File: src/rtl/phase_timer_pkg.sv
// Shared types and defaults for the phase timer: FSM state encoding,
// default clock rate and counter width, and the prescaler width helper.
package phase_timer_pkg;

  localparam int TICKS_PER_SEC_DEF = 10000;
  localparam int SEC_W_DEF         = 16;

  typedef enum logic {
    IDLE  = 1'b0,
    COUNT = 1'b1
  } state_e;

  // clog2 of the tick count, floored at one bit so a 1-tick-per-second
  // build still gets a legal counter vector.
  function automatic int cnt_width(input int ticks);
    return (ticks > 1) ? $clog2(ticks) : 1;
  endfunction

endpackage

File: src/rtl/phase_timer_if.sv
// Control/status bundle between a phase timer and whoever drives it.
// The master side issues commands; the slave side is the timer itself.
interface phase_timer_if #(
  parameter int SEC_W = phase_timer_pkg::SEC_W_DEF
);

  logic             start;
  logic [SEC_W-1:0] seconds;
  logic             pause;
  logic             abort;
  logic             finished;
  logic             done_pulse;
  logic [SEC_W-1:0] remaining;
  logic             busy;

  modport master (
    output start, seconds, pause, abort,
    input  finished, done_pulse, remaining, busy
  );

  modport slave (
    input  start, seconds, pause, abort,
    output finished, done_pulse, remaining, busy
  );

endinterface

File: src/rtl/sec_prescaler.sv
// Divides clk down to a one-second strobe: counts 0..TICKS-1 while enabled
// and raises sec_tick for the single cycle in which the count wraps.
module sec_prescaler
  import phase_timer_pkg::*;
#(
  parameter int TICKS = TICKS_PER_SEC_DEF
) (
  input  logic clk,
  input  logic reset,
  input  logic clr,
  input  logic en,
  output logic sec_tick
);

  localparam int               CNT_W = cnt_width(TICKS);
  localparam logic [CNT_W-1:0] LAST  = CNT_W'(TICKS - 1);

  logic [CNT_W-1:0] cnt_q;
  logic [CNT_W-1:0] cnt_d;

  assign sec_tick = en && (cnt_q == LAST);

  // NOTE: every always_comb output gets a default before any branch, so no
  // path leaves it unassigned and no latch is inferred.
  always_comb begin
    cnt_d = cnt_q;
    if (clr) begin
      cnt_d = '0;
    end else if (en) begin
      cnt_d = (cnt_q == LAST) ? '0 : cnt_q + CNT_W'(1);
    end
  end

  // NOTE: clocked state uses non-blocking assignments so all registers
  // update together from the values sampled at the same edge.
  always_ff @(posedge clk) begin
    if (reset) begin
      cnt_q <= '0;
    end else begin
      cnt_q <= cnt_d;
    end
  end

endmodule

File: src/rtl/phase_timer.sv
// Countdown timer for one phase of whole seconds: IDLE/COUNT FSM, the
// seconds-remaining counter and registered status outputs.
module phase_timer
  import phase_timer_pkg::*;
#(
  parameter int TICKS_PER_SEC = TICKS_PER_SEC_DEF,
  parameter int SEC_W         = SEC_W_DEF
) (
  input  logic        clk,
  input  logic        reset,
  phase_timer_if.slave tif
);

  state_e           state_q,     state_d;
  logic [SEC_W-1:0] remaining_q, remaining_d;
  logic             finished_q,  finished_d;
  logic             busy_q,      busy_d;
  logic             done_q,      done_d;

  logic sec_tick;
  logic pre_clr;
  logic pre_en;

  // Prescaler is parked at zero in IDLE so every load starts a fresh second.
  assign pre_clr = (state_q == IDLE) || tif.abort;
  assign pre_en  = (state_q == COUNT) && !tif.pause;

  sec_prescaler #(
    .TICKS (TICKS_PER_SEC)
  ) u_prescaler (
    .clk      (clk),
    .reset    (reset),
    .clr      (pre_clr),
    .en       (pre_en),
    .sec_tick (sec_tick)
  );

  always_comb begin
    state_d     = state_q;
    remaining_d = remaining_q;
    done_d      = 1'b0;

    unique case (state_q)
      IDLE: begin
        // abort beats a simultaneous start; a zero-length phase expires at once
        if (tif.start && !tif.abort) begin
          if (tif.seconds != '0) begin
            state_d     = COUNT;
            remaining_d = tif.seconds;
          end else begin
            done_d = 1'b1;
          end
        end
      end

      COUNT: begin
        if (tif.abort) begin
          state_d     = IDLE;
          remaining_d = '0;
        end else if (sec_tick) begin
          if (remaining_q == SEC_W'(1)) begin
            state_d     = IDLE;
            remaining_d = '0;
            done_d      = 1'b1;
          end else begin
            remaining_d = remaining_q - SEC_W'(1);
          end
        end
      end

      default: begin
        state_d     = IDLE;
        remaining_d = '0;
      end
    endcase

    finished_d = (state_d == IDLE);
    busy_d     = (state_d != IDLE);
  end

  always_ff @(posedge clk) begin
    if (reset) begin
      state_q     <= IDLE;
      remaining_q <= '0;
      finished_q  <= 1'b1;
      busy_q      <= 1'b0;
      done_q      <= 1'b0;
    end else begin
      state_q     <= state_d;
      remaining_q <= remaining_d;
      finished_q  <= finished_d;
      busy_q      <= busy_d;
      done_q      <= done_d;
    end
  end

  assign tif.finished   = finished_q;
  assign tif.busy       = busy_q;
  assign tif.done_pulse = done_q;
  assign tif.remaining  = remaining_q;

endmodule

File: src/flat_wrapper.sv
// flat-port wrapper written by rule: the top's interface ports become plain ports
module phase_timer_flat import phase_timer_pkg::*;
#(
  parameter int TICKS_PER_SEC = TICKS_PER_SEC_DEF,
  parameter int SEC_W         = SEC_W_DEF
)
  (clk, reset, tif_start, tif_seconds, tif_pause, tif_abort, tif_finished, tif_done_pulse, tif_remaining, tif_busy);
  phase_timer_if #(.SEC_W(SEC_W)) tif_i ();
  input  logic clk;
  input  logic reset;
  input wire logic [$bits(tif_i.start)-1:0] tif_start;
  input wire logic [$bits(tif_i.seconds)-1:0] tif_seconds;
  input wire logic [$bits(tif_i.pause)-1:0] tif_pause;
  input wire logic [$bits(tif_i.abort)-1:0] tif_abort;
  output wire logic [$bits(tif_i.finished)-1:0] tif_finished;
  output wire logic [$bits(tif_i.done_pulse)-1:0] tif_done_pulse;
  output wire logic [$bits(tif_i.remaining)-1:0] tif_remaining;
  output wire logic [$bits(tif_i.busy)-1:0] tif_busy;
  assign tif_i.start = tif_start;
  assign tif_i.seconds = tif_seconds;
  assign tif_i.pause = tif_pause;
  assign tif_i.abort = tif_abort;
  assign tif_finished = tif_i.finished;
  assign tif_done_pulse = tif_i.done_pulse;
  assign tif_remaining = tif_i.remaining;
  assign tif_busy = tif_i.busy;
  phase_timer #(.TICKS_PER_SEC(TICKS_PER_SEC), .SEC_W(SEC_W)) u_core (.clk(clk), .reset(reset), .tif(tif_i));
endmodule
File: config.mk
export PLATFORM = sky130hd
export DESIGN_NAME = phase_timer_flat
export DESIGN_NICKNAME = d
export VERILOG_FILES = /design/src/rtl/phase_timer_pkg.sv /design/src/rtl/phase_timer_if.sv /design/src/rtl/sec_prescaler.sv /design/src/rtl/phase_timer.sv /design/src/flat_wrapper.sv
export SDC_FILE = /design/constraint.sdc
export NUM_CORES = 1
export LEC_CHECK = 0
export CELL_PAD_IN_SITES_DETAIL_PLACEMENT = 1
export CELL_PAD_IN_SITES_GLOBAL_PLACEMENT = 2
export CORE_AREA = 2 2 84 86
export CTS_CLUSTER_SIZE = 20
export DETAILED_ROUTE_END_ITERATION = 6
export DIE_AREA = 0 0 86 88
export GPL_TIMING_DRIVEN = 0
export PLACE_DENSITY = 0.79
export SLEW_MARGIN = 25
export SYNTH_ARGS = -nofsm -noshare
export SYNTH_HDL_FRONTEND = slang
export SYNTH_SLANG_ARGS = --single-unit
File: constraint.sdc
create_clock -name clk -period 5.18 [get_ports clk]
set_input_delay 0.518 -clock clk [delete_from_list [all_inputs] [get_ports clk]]
set_output_delay 0.518 -clock clk [all_outputs]
set_load 0.02 [all_outputs]
### Word level (Yosys, flattened, before mapping)

Cells that the tools add are included.

* add/subtract/negate cells: 2
* equality and inequality tests: 5
* mux-type cells: 19
* bitwise gates (word level): 2
* reduce and logical (&&, ||, !) cells: 9

Operator list (number)
* 16-bit 2-to-1 mux: 5
* 16-bit one-hot mux with 2 select lines: 1
* 16-bit by 1-bit equality test with 1-bit output, second input constant: 1
* 16-bit nonzero test: 1
* 16-bit by 1-bit subtractor with 16-bit output, second input constant: 1
* 14-bit by 1-bit adder with 14-bit output, second input constant: 1
* 14-bit equality test, second input constant: 1
* 14-bit 2-to-1 mux: 1
* 1-bit 2-to-1 mux: 10
* 2-bit inequality test, second input constant: 2
* 1-bit one-hot mux with 2 select lines: 2
* 1-bit logical AND: 3
* 3-bit inequality test, second input constant: 1
* 3-bit AND reduction: 1
* 1-bit logical NOT: 2
* 1-bit inverter: 2
* 2-bit OR reduction: 1
* 1-bit logical OR: 1

* register bits after elaboration: 33
* bits of input ports: 21
* output and inout port bits: 19
* logic and storage cells: 42

### Longest topological paths before layout

* depth after elaboration: 7
* depth in mapped cells: 8
* depth with buffers taken out: 7

### Cells and area by module

Synthesis repeated with hierarchy kept, for this count alone.

* cell total of the unflattened synthesis: 234
* area, all modules: 1875.5 um^2

By module, submodules not included
* phase_timer: times used 1, cells an instance 159, area each 1213.7 um^2, sequential area each 380.4 um^2
* sec_prescaler: times used 1, cells an instance 75, area each 661.9 um^2, sequential area each 280.3 um^2

### Least setup slack after synthesis

No wires, ideal clock.

* path kind: flip-flop to flip-flop
* start: register u_core.remaining_q[10] (netlist: u_core.tif.remaining[10])
* end: register u_core.remaining_q[5] (netlist: u_core.tif.remaining[5])
* library setup time: 0.130 ns
* arrival time: 1.876 ns
* slack: 3.174 ns
* cell stages (with the launch flop): 8
* period minus slack after synthesis: 2.006 ns
* cells stage by stage: dfxtp_1 or4_1 buf_6 o41ai_4 buf_6 a21oi_1 o21ai_2 a21oi_1

* cells in the longest elaborated chain, start to end: 5

Ends and longest elaborated chain
* start: declaration: RTL line phase_timer.sv:15 `logic [SEC_W-1:0] remaining_q, remaining_d;`
* start signal: assignment: RTL line phase_timer.sv:90 `remaining_q <= remaining_d;`
* 16-bit by 1-bit equality test with 1-bit output: RTL line phase_timer.sv:61 `if (remaining_q == SEC_W'(1)) begin`
* 16-bit 2-to-1 mux: RTL line phase_timer.sv:61
* 16-bit 2-to-1 mux: RTL line phase_timer.sv:60 `end else if (sec_tick) begin`
* 16-bit 2-to-1 mux: RTL line phase_timer.sv:57 `if (tif.abort) begin`
* 16-bit one-hot mux with 2 select lines: RTL line phase_timer.sv:43 `unique case (state_q)`

Every way passes these cells. The select of a mux whose other input is x is not followed.
A chain may end at the register's enable or synchronous reset.

### Worst setup path after layout

* start: input tif_seconds[11]
* end: register u_core.remaining_q[4] (netlist: u_core.tif.remaining[4])

* cells in the longest elaborated chain, start to end: 3

Ends and longest elaborated chain
* start: declaration: RTL line flat_wrapper.sv:12 `input wire logic [$bits(tif_i.seconds)-1:0] tif_seconds;`
* 16-bit nonzero test: RTL line phase_timer.sv:47 `if (tif.seconds != '0) begin`
* 2-bit inequality test (no line)
* 3-bit AND reduction (no line)

Every way passes these cells.

==> results.py <==
metrics = {
    "die": {
        "ioPinCount": 40,
        "rows": 30,
        "dieArea_um2": 7570,
        "core_um2": 6640,
        "die_h_um": 88,
        "start_util_pct": 29.2,
        "die_w_um": 86,
    },
    "timing": {
        "tightest_slew_ps": 850,
        "tns_ps": 0,
        "rsz0062_at_grt": "false",
        "hold_slack_ps": 527,
        "max_freq_mhz": 388,
        "finalCriticalPeriod_ps": 2570,
        "max_slew_margin_pct": 43.2,
        "hold_viol_final": 0,
        "period_share_pct": 49.7,
        "report.final.slew_viol_count": 0,
        "skew_ps": 13.0,
        "setup_viol": 0,
    },
    "global_route": {
        "grt_max_degree": 11,
        "antenna_found_initial": 0,
        "overflow": 0,
        "grt_pass1_wl_um": 9940,
        "use_met2_pct": 26.1,
        "grt.busiest_layer": "met2",
        "groute.usage.overall_pct": 16.9,
        "first_global_vias": 1898,
        "met3_usage_pct": 3.30,
        "gr-usage-met1_pct": 23.7,
    },
    "power_and_ir_drop": {
        "power.density_nw_per_um2": 276,
        "leakage_nw": 0.851,
        "ir_worst_vdd_uv": 139,
        "total_power_uw": 705,
    },
    "cells_and_area": {
        "mostFrequentLayoutCells": "clkdlybuf4s50_1, dfxtp_1, nor2_1",
        "fin_util_pct": 38.5,
        "nNetsFinal": 299,
        "final_layout_size_suffix_gt1_share_pct": 9.42,
        "stdcell_count": 356,
        "antenna_cells": 0,
        "syn_to_final_growth_pct": 31.9,
        "final_common_cell": "clkdlybuf4s50_1",
    },
    "critical_path": {
        "cp.arrival_ps": 2770,
        "rr_endpoint": "u_core.tif.remaining[12]",
        "reg2regPathDepth": 7,
        "worst-path-max-fanout": 10,
        "cp.required_ps": 5380,
        "path_class": "input pin to flip-flop",
        "r2r_slack_ps": 2860,
        "endpoint_kind": "flip-flop",
        "reg2reg_from": "u_core.tif.remaining[0]",
        "start_kind": "input pin",
    },
    "outcome": {
        "status": "finished, final reports clean",
    },
    "drt": {
        "drt_first_pass_iters": 4,
        "wirelength_um": 6020,
        "routed_via_density": 5.33,
        "dr_total_vias": 1896,
        "drt_iter0_drc": 81,
        "antenna_left": 0,
        "post_drt_wl_per_cell_um": 16.9,
        "route.detailed.drc": 0,
    },
    "flow_run": {
        "maxCapViolCount": 0,
    },
    "clock_network": {
        "cts_tree": "yes",
        "post-cts-setup-buffer-count": 0,
        "cts_sinks": 33,
        "cts_hold_buf": 0,
        "htreeDepth": 2,
        "clock_latency_ps": 300,
        "cts_buffers": 5,
        "clockBufferDepth": 2,
        "clkTransAtPathRegs_ps": 70,
        "root_buffer": "clkbuf_8",
        "cts_resized": 0,
    },
    "synth": {
        "synthArstFlopShare_pct": 0,
        "ys_seq_elements": 33,
        "syn_inst": 229,
        "ys_types": 57,
        "synth_edf_count": 0,
        "postSynthNetCount": 253,
        "synth_area_per_cell_um2": 8.46,
        "ys_seq_area_share_pct": 34.1,
        "yosysWarnings": 0,
        "synthFlopType": "dfxtp_1",
        "synth_area_um2": 1940,
    },
    "placed_design": {
        "place_congestion": 0.768,
        "io_buffers": 39,
        "dp_hpwl_um": 4470,
        "dp.cells": 348,
    },
    "min_path": {
        "worstHoldStart": "u_core.tif.remaining[9]",
        "min_to": "u_core.tif.remaining[9]",
        "hold_path_depth": 2,
        "hp-class": "flip-flop to flip-flop",
    },
}
## synth_stat cells (all sizes together) (2+ instances only)
library cell,instances,area (um^2)
nor4b,2,17.5
nand3,6,30.0
a211oi,4,35.0
nand2,14,52.6
dfxtp,33,661
inv,6,22.5
a21oi,15,75.1
o2bb2ai,4,35.0
nor3b,5,37.5
clkbuf,4,28.8
nor2b,4,25.0
and3,3,18.8
and4b,2,20.0
or4,3,26.3
xnor2,11,96.3
o21ai,11,58.8
a221oi,6,52.6
and2,3,18.8
nor4,9,71.3
nor2,29,109
nand4,6,37.5
and2b,2,17.5
ha,3,37.5
xor2,6,52.6
nor3,11,55.1
a21boi,2,15.0
buf,5,38.8
## final cells by class
| cell class | count | area (um^2) |
|---|---|---|
| buffer | 10 | 77.6 |
| multi-input combinational | 180 | 1190 |
| clock inverter | 1 | 30.0 |
| fill | 792 | 4090 |
| tap | 80 | 100 |
| sequential | 33 | 661 |
| timing repair buffer | 39 | 390 |
| clock buffer | 7 | 86.3 |
| inverter | 6 | 22.5 |
## kinds of logic (layout without fill, tap and decap cells)
logic type / count (synthesis) / in the layout / share of synthesized area (%)
AO/OA/AOI/OAI: 52 / 52 / 19.6
multiplexers: 1 / 1 / 0.516
buffers and inverters: 16 / 63 / 5.16
AND/OR/NAND/NOR: 107 / 107 / 31.0
flip-flops: 33 / 33 / 34.1
adder cells (fa/ha/maj): 3 / 3 / 1.94
XOR/XNOR: 17 / 17 / 7.68
## state kept, by name (all words and copies together), names as in the netlist
name	cells
u_core.state_q	1
u_core.u_prescaler.cnt_q	14
u_core.tif.done_pulse	1
u_core.tif.remaining	16
u_core.tif.finished	1
## stage by stage
stage | cell area [um^2] | worst slack [ps]
6_report | 2560 | 2610
3_3_place_gp | 2430 | 2290
4_1_cts | 2550 | 2550
2_1_floorplan | 1940 | 3170
3_5_place_dp | 2430 | 2270
5_1_grt | 2560 | 2400
## layer usage
layer / vias to the layer above / wire length (um) / part of all wire [%]
li1: 937 / - / -
met1: 917 / 3060 / 51
met2: 35 / 2670 / 44
met3: 7 / 205 / 3.4
met4: 0 / 87 / 1.4
met5: - / 0 / 0
## critical path, cell delays in order
cell and delay, ps:
clkdlybuf4s50_1 430, nor4_1 420, nand4_1 280, a21boi_0 280, clkbuf_1 450, a221oi_1 120, a211oi_1 270
## report_power, final
| part | internal, mW | switching, mW |
|---|---|---|
| Clock | 0.157 | 0.106 |
| Combinational | 0.0748 | 0.0897 |
| Sequential | 0.263 | 0.0141 |
## how the worst max path moves through the flow
stage	cells after the start	startpoint	end
2_1_floorplan	7	u_core.tif.remaining[10]	u_core.tif.remaining[5]
3_3_place_gp	7	tif_seconds[11]	u_core.tif.remaining[4]
3_5_place_dp	7	tif_seconds[11]	u_core.tif.remaining[4]
4_1_cts	7	tif_seconds[11]	u_core.tif.remaining[4]
5_1_grt	7	tif_seconds[11]	u_core.tif.remaining[0]
6_report	7	tif_seconds[11]	u_core.tif.remaining[4]
(Power assumes the default switching activity.)
